### config.mk
export PLATFORM = sky130hd
export DESIGN_NAME = reduce_gate_pipe
export DESIGN_NICKNAME = d
export VERILOG_FILES = /design/src/rtl/reduce_gate_pipe.sv
export SDC_FILE = /design/constraint.sdc
export NUM_CORES = 1
export LEC_CHECK = 0
export CORE_MARGIN = 3
export CORE_UTILIZATION = 42
export DETAILED_ROUTE_END_ITERATION = 10
export PLACE_DENSITY = 0.72
export SYNTH_ARGS = -nofsm -noshare
export SYNTH_HDL_FRONTEND = slang
export SYNTH_SLANG_ARGS = --single-unit
### constraint.sdc
create_clock -name i_clk -period 1.15 [get_ports i_clk]
set_input_delay 0.23 -clock i_clk [delete_from_list [all_inputs] [get_ports i_clk]]
set_output_delay 0.23 -clock i_clk [all_outputs]
set_load 0.01 [all_outputs]
### src/rtl/reduce_gate_pipe.sv
// reduce_gate_pipe: per-lane AND/NAND/OR/NOR/XOR/XNOR reduction, pipelined with valid/ready backpressure.
// Stage 1 reduces bit groups, later stages combine pairs of partials, inversion and reserved masking at the output.
module reduce_gate_pipe #(
  parameter int WIDTH       = 4,
  parameter int LANES       = 1,
  parameter int PIPE_STAGES = 2
) (
  input  logic                   i_clk,
  input  logic                   i_rst_n,
  input  logic                   i_valid,
  output logic                   o_ready,
  input  logic [LANES*WIDTH-1:0] i_data,
  input  logic [2:0]             i_mode,
  output logic                   o_valid,
  input  logic                   i_ready,
  output logic [LANES-1:0]       o_f,
  output logic                   o_err
);
  localparam int NG = 1 << (PIPE_STAGES - 1);
  localparam int G  = (WIDTH + NG - 1) / NG;
  localparam int PW = LANES * NG;
  logic [PIPE_STAGES:1] v;
  logic [PIPE_STAGES:1] ld;
  logic [PIPE_STAGES:1] vin;
  logic [2:0]           m    [1:PIPE_STAGES];
  logic [2:0]           min  [1:PIPE_STAGES];
  logic [PW-1:0]        q    [1:PIPE_STAGES];
  logic [PW-1:0]        nxt  [1:PIPE_STAGES];
  function automatic logic op2(input logic a, input logic b, input logic [1:0] op);
    return op == 2'd0 ? a & b : op == 2'd1 ? a | b : a ^ b;
  endfunction
  // Ready ripples back from the output so a full pipe still moves when downstream takes a beat.
  always_comb begin
    logic r;
    r  = i_ready;
    ld = '0;
    for (int k = PIPE_STAGES; k >= 1; k--) begin
      r     = ~v[k] | r;
      ld[k] = r;
    end
  end
  always_comb begin
    logic acc;
    int   idx;
    acc = 1'b0;
    idx = 0;
    for (int k = 1; k <= PIPE_STAGES; k++) begin
      nxt[k] = '0;
      vin[k] = k == 1 ? i_valid : v[k == 1 ? 1 : k - 1];
      min[k] = k == 1 ? i_mode : m[k == 1 ? 1 : k - 1];
    end
    for (int n = 0; n < LANES; n++)
      for (int g = 0; g < NG; g++) begin
        acc = i_mode[2:1] == 2'd0;
        for (int j = 0; j < G; j++) begin
          idx = g * G + j;
          if (idx < WIDTH) acc = op2(acc, i_data[n * WIDTH + idx], i_mode[2:1]);
        end
        nxt[1][n * NG + g] = acc;
      end
    for (int k = 2; k <= PIPE_STAGES; k++)
      for (int n = 0; n < LANES; n++)
        for (int j = 0; j < (NG >> (k - 1)); j++)
          nxt[k][n * NG + j] = op2(q[k - 1][n * NG + 2 * j], q[k - 1][n * NG + 2 * j + 1], m[k - 1][2:1]);
  end
  always_ff @(posedge i_clk or negedge i_rst_n)
    if (!i_rst_n) begin
      v <= '0;
      for (int k = 1; k <= PIPE_STAGES; k++) begin
        m[k] <= '0;
        q[k] <= '0;
      end
    end else
      for (int k = 1; k <= PIPE_STAGES; k++)
        if (ld[k]) begin
          v[k] <= vin[k];
          if (vin[k]) begin
            m[k] <= min[k];
            q[k] <= nxt[k];
          end
        end
  assign o_valid = v[PIPE_STAGES];
  assign o_ready = ld[1];
  assign o_err   = &m[PIPE_STAGES][2:1];
  always_comb
    for (int n = 0; n < LANES; n++) o_f[n] = o_err ? 1'b0 : q[PIPE_STAGES][n * NG] ^ m[PIPE_STAGES][0];
endmodule

### Yosys cells after proc, flatten, opt, wreduce, memory -nomap -nowiden

Cells that the tools add are included.

| operators by class | value |
|---|---|
| reduce and logical (&&, ||, !) cells | 5 |
| bitwise gates (word level) | 20 |
| equality and inequality tests | 2 |
| muxes and demuxes | 11 |

Operators by type and width:

| cell | count |
|---|---|
| $mux 1 | 11 |
| $or 1x1->1 | 7 |
| $reduce_and 2->1 | 3 |
| $xor 1x1->1 | 6 |
| $and 1x1->1 | 5 |
| $eq 2x1->1 const B | 2 |
| $logic_not 2->1 | 2 |
| $not 1->1 | 2 |

| storage, ports and cells | value |
|---|---|
| logic and storage cells | 44 |
| input port bits | 11 |
| output and inout port bits | 4 |
| bits in registers | 11 |

### Longest topological paths before layout

| depth | value |
|---|---|
| word-level depth | 7 |
| gate-level depth with buffers | 5 |
| depth with buffers taken out | 5 |

### Worst setup path before layout

OpenSTA, ideal clock, no wires.

| timing path | value |
|---|---|
| kind | register to register |
| from | register q[2] in the netlist's numbering |
| to | register q[0] in the netlist's numbering |
| required time | 1,028 ps |
| path buffers | 0 |
| cell stages (with the launch flop) | 5 |
| library setup time | 122 ps |
| period minus slack after synthesis | 1,134 ps |
| arrival | 1,012 ps |
| path slack | 16 ps |
| cell sequence | dfrtp_1 -> ha_1 -> or2_2 -> a21oi_1 -> o2bb2ai_1 |

| between the ends | value |
|---|---|
| longest elaborated chain between the ends | 3 |
| elaborated cells on any way between the ends | 5 |
| classes of those cells | 2 x mux; 3 x bitwise |

Ends and longest elaborated chain:

| item | line | source |
|---|---|---|
| from (decl) | 27 | `logic [PW-1:0] q [1:PIPE_STAGES];` |
| from (signal, indexed assignment) | 79 | `q[k] <= nxt[k];` |
| $xor 1x1->1 or $or 1x1->1 (tied branches) | 30 | `return op == 2'd0 ? a & b : op == 2'd1 ? a \| b : a ^ b;` |
| $mux 1 | 30 |  |
| $mux 1 * | 30 |  |

Mark *: on every way between the ends. The rest lies on a longest branch, timed or not.
A chain may end at the register's enable or synchronous reset.

### Final worst setup path

| timing path | value |
|---|---|
| from | register q[0] in the netlist's numbering |
| to | output port o_f |

| between the ends | value |
|---|---|
| longest elaborated chain between the ends | 2 |

Ends and longest elaborated chain:

| item | line | source |
|---|---|---|
| $xor 1x1->1 | 86 | `for (int n = 0; n < LANES; n++) o_f[n] = o_err ? 1'b0 : q[PIPE_STAGES][n * NG] ^ m[PIPE_STAGES][0];` |
| $mux 1 | 86 |  |
| to (decl) | 16 | `output logic [LANES-1:0] o_f,` |

No other way between the ends.

==> results.tsv <==
stage	metric	value	unit
cts	Clock Tree Buf Depth	2	
cts	Worst-Skew Late Latency	0.26	ns
yosys	warnings from Yosys	0	
yosys	syn nets	72	
final_layout	commonest non-fill, non-tap cell in the layout	dfrtp_1	
die	die height	44.7	um
outcome	failing checks	negative setup slack	
yosys	Post-Synthesis Cells	55	
outcome	status	complete, but fails checks	
die	Starting Density	0.466	
die	die extent in x	44.7	um
cts	CTS buffer count	3	
sta	actual slew at the worst max-slew pin	0.234	ns
pwr	Pwr per Cell Area	1240	nW/um^2
routing	final antenna-violating net count	0	
place	Port Buffer Count	14	
pwr	LEAKAGE	0.000497	uW
sta	Setup TNS	-0.238	ns
routing	Vias/cell	4.96	
grt	initial antenna violation count	0	
sta	Min Hold Slack	0.263	ns
critical_path	Crit Reg-Reg Startpoint	v[2]$_DFFE_PN0P_	
final_layout	commonest cells after routing, fill and taps aside	dfrtp_1, buf_4, buf_6	
routing	DRC viols	0	
cts	clock slew at reported path FFs	0.06	ns
grt	first-pass GRT wire length	1.85	mm
cts	H-Tree Depth	1	
critical_path	CP max FO	2	
final_layout	n_diodes	0	
routing	Vias	491	
routing	Initial DRC Count	5	
yosys	Distinct cells, synth	21	
place	global placer's final weighted congestion	0.754	
yosys	synthesis-stage register bit count	11	
grt	number of global-route vias before repair	496	
routing	Pre-antenna DRT Iters	4	
die	io pins	15	
sta	unrepaired setup endpoints after global routing	yes	
yosys	sequential share of the synthesized area	0.437	
cts	Root Buffer	clkbuf_4	
cts	cts hold-fix bufs	0	
run	Max Cap Viol	0	
critical_path	Worst EP arrival	1.00	ns
pwr	VDD IR max	512	uV
die	Core Rows	13	
grt	GRT Util Overall	0.130	
critical_path	CP endpoint kind	output port	
final_layout	Area growth, synth to finish	57.5	%
die	core area	1350	um^2
grt	gr ovfl total	0	
sta	final slew viol count	0	
hold_path	Hold/Removal Path Class	in2async	
grt	largest net degree at the start of global routing	12	
place	DP HPWL	861	um
sta	Max Clk Rate	811	MHz
critical_path	type of the worst setup path	reg2out	
cts	CTS tree	done	
critical_path	RR Endpoint	m[3]$_DFFE_PN0P_	
critical_path	r2r setup slk	-0.04	ns
critical_path	reg2reg path depth	5	
critical_path	CP startpoint kind	register	
sta	Finish-stage setup viols	5	
cts	total clock sinks	11	
sta	Final Hold Fails	0	
sta	minimum clock period	1.23	ns
sta	final worst setup slack	-0.0827	ns
final_layout	layout cells sized above 1	0.488	
place	Setup WS pre-CTS	-0.457	ns
critical_path	WP data required	0.92	ns
yosys	Syn Area/Cell	11.4	um^2
routing	WL/cell	12.0	um
sta	crit share post-route	1.07	
sta	Final Skew	0.00141	ns
final_layout	Nets	102	
yosys	area of the mapped netlist	629	um^2
routing	final wirelength	1.19	mm
die	die area	2000	um^2
sta	Worst slew margin	0.844	
[logic make-up after synthesis]
logic type | after synthesis | synth area share
XOR/XNOR | 1 | 0.0139
multiplexers | 6 | 0.125
AND/OR/NAND/NOR | 19 | 0.199
buffers and inverters | 6 | 0.0358
adder cells (fa/ha/maj) | 6 | 0.119
AO/OA/AOI/OAI | 6 | 0.0696
flip-flops | 11 | 0.437
[through the flow]
stage               power (uW)   util  instances  cell area, um^2
detailed placement         886  0.628         92              848
finish                    1230  0.734         99              991
global route              1320  0.734         99              991
floorplan                  699      -         55              629
global placement           871  0.628         92              848
CTS                       1160  0.675         99              911
[how the worst max path moves through the flow]
stage	from	end	cells after the start
after floorplan	q[2]$_DFFE_PN0P_	q[0]$_DFFE_PN0P_	4
after CTS	q[0]$_DFFE_PN0P_	o_f	3
after global placement	i_ready	o_ready	3
final	q[0]$_DFFE_PN0P_	o_f	3
after global routing	q[0]$_DFFE_PN0P_	o_f	3
after detailed placement	i_ready	o_ready	3
[worst max-delay path, cell delays in order (launching register included)]
cell,delay (ns)
dfrtp_1,0.40
xnor2_1,0.13
nor2_1,0.09
buf_2,0.13
[final cells by class]
class	instances	area (um^2)
Clock buffer	4	26.3
Inverter	6	22.5
Sequential cell	11	275
Tap cell	15	18.8
Timing Repair Buffer	25	231
Multi-Input combinational cell	38	417
Fill cell	88	359
[where the power goes]
group / leakage [uW] / switching [uW] / internal [uW]
clock: 0.0000150 / 111 / 134
sequential: 0.000127 / 60.6 / 459
combinational: 0.000355 / 177 / 289
total: 0.000497 / 348 / 882
[flip-flops by register name (all words and copies together), names as in the netlist]
signal / count
v: 2
q: 3
m: 6
[routing by layer]
layer / wire (um) / GRT usage
met1: 480 / 0.122
met2: 647 / 0.249
met3: 58 / 0.0159
met4: 0 / 0.102
met5: 0 / 0
[synth_stat cells (all sizes together)]
cell type  instances  area (um^2)
dfrtp             11          275
or2                2         12.5
nor2               2         7.51
nand3              3         15.0
xnor2              1         8.76
o2bb2ai            2         17.5
nand2b             4         27.5
ha                 6         75.1
and2               1         6.26
a2bb2oi            1         8.76
mux2               6         78.8
a21oi              2         10.0
nand3b             1         20.0
a211oi             1         7.51
inv                6         22.5
or2b               1         7.51
nand2              5         28.8
[timing repair]
item | in CTS | in global routing
resized for setup | 25 | 19
setup buffers | 3 | 0
endpoints found under the setup margin | 11 | 14
pin swaps | 4 | 10
Power figures use the tool's default switching activity.
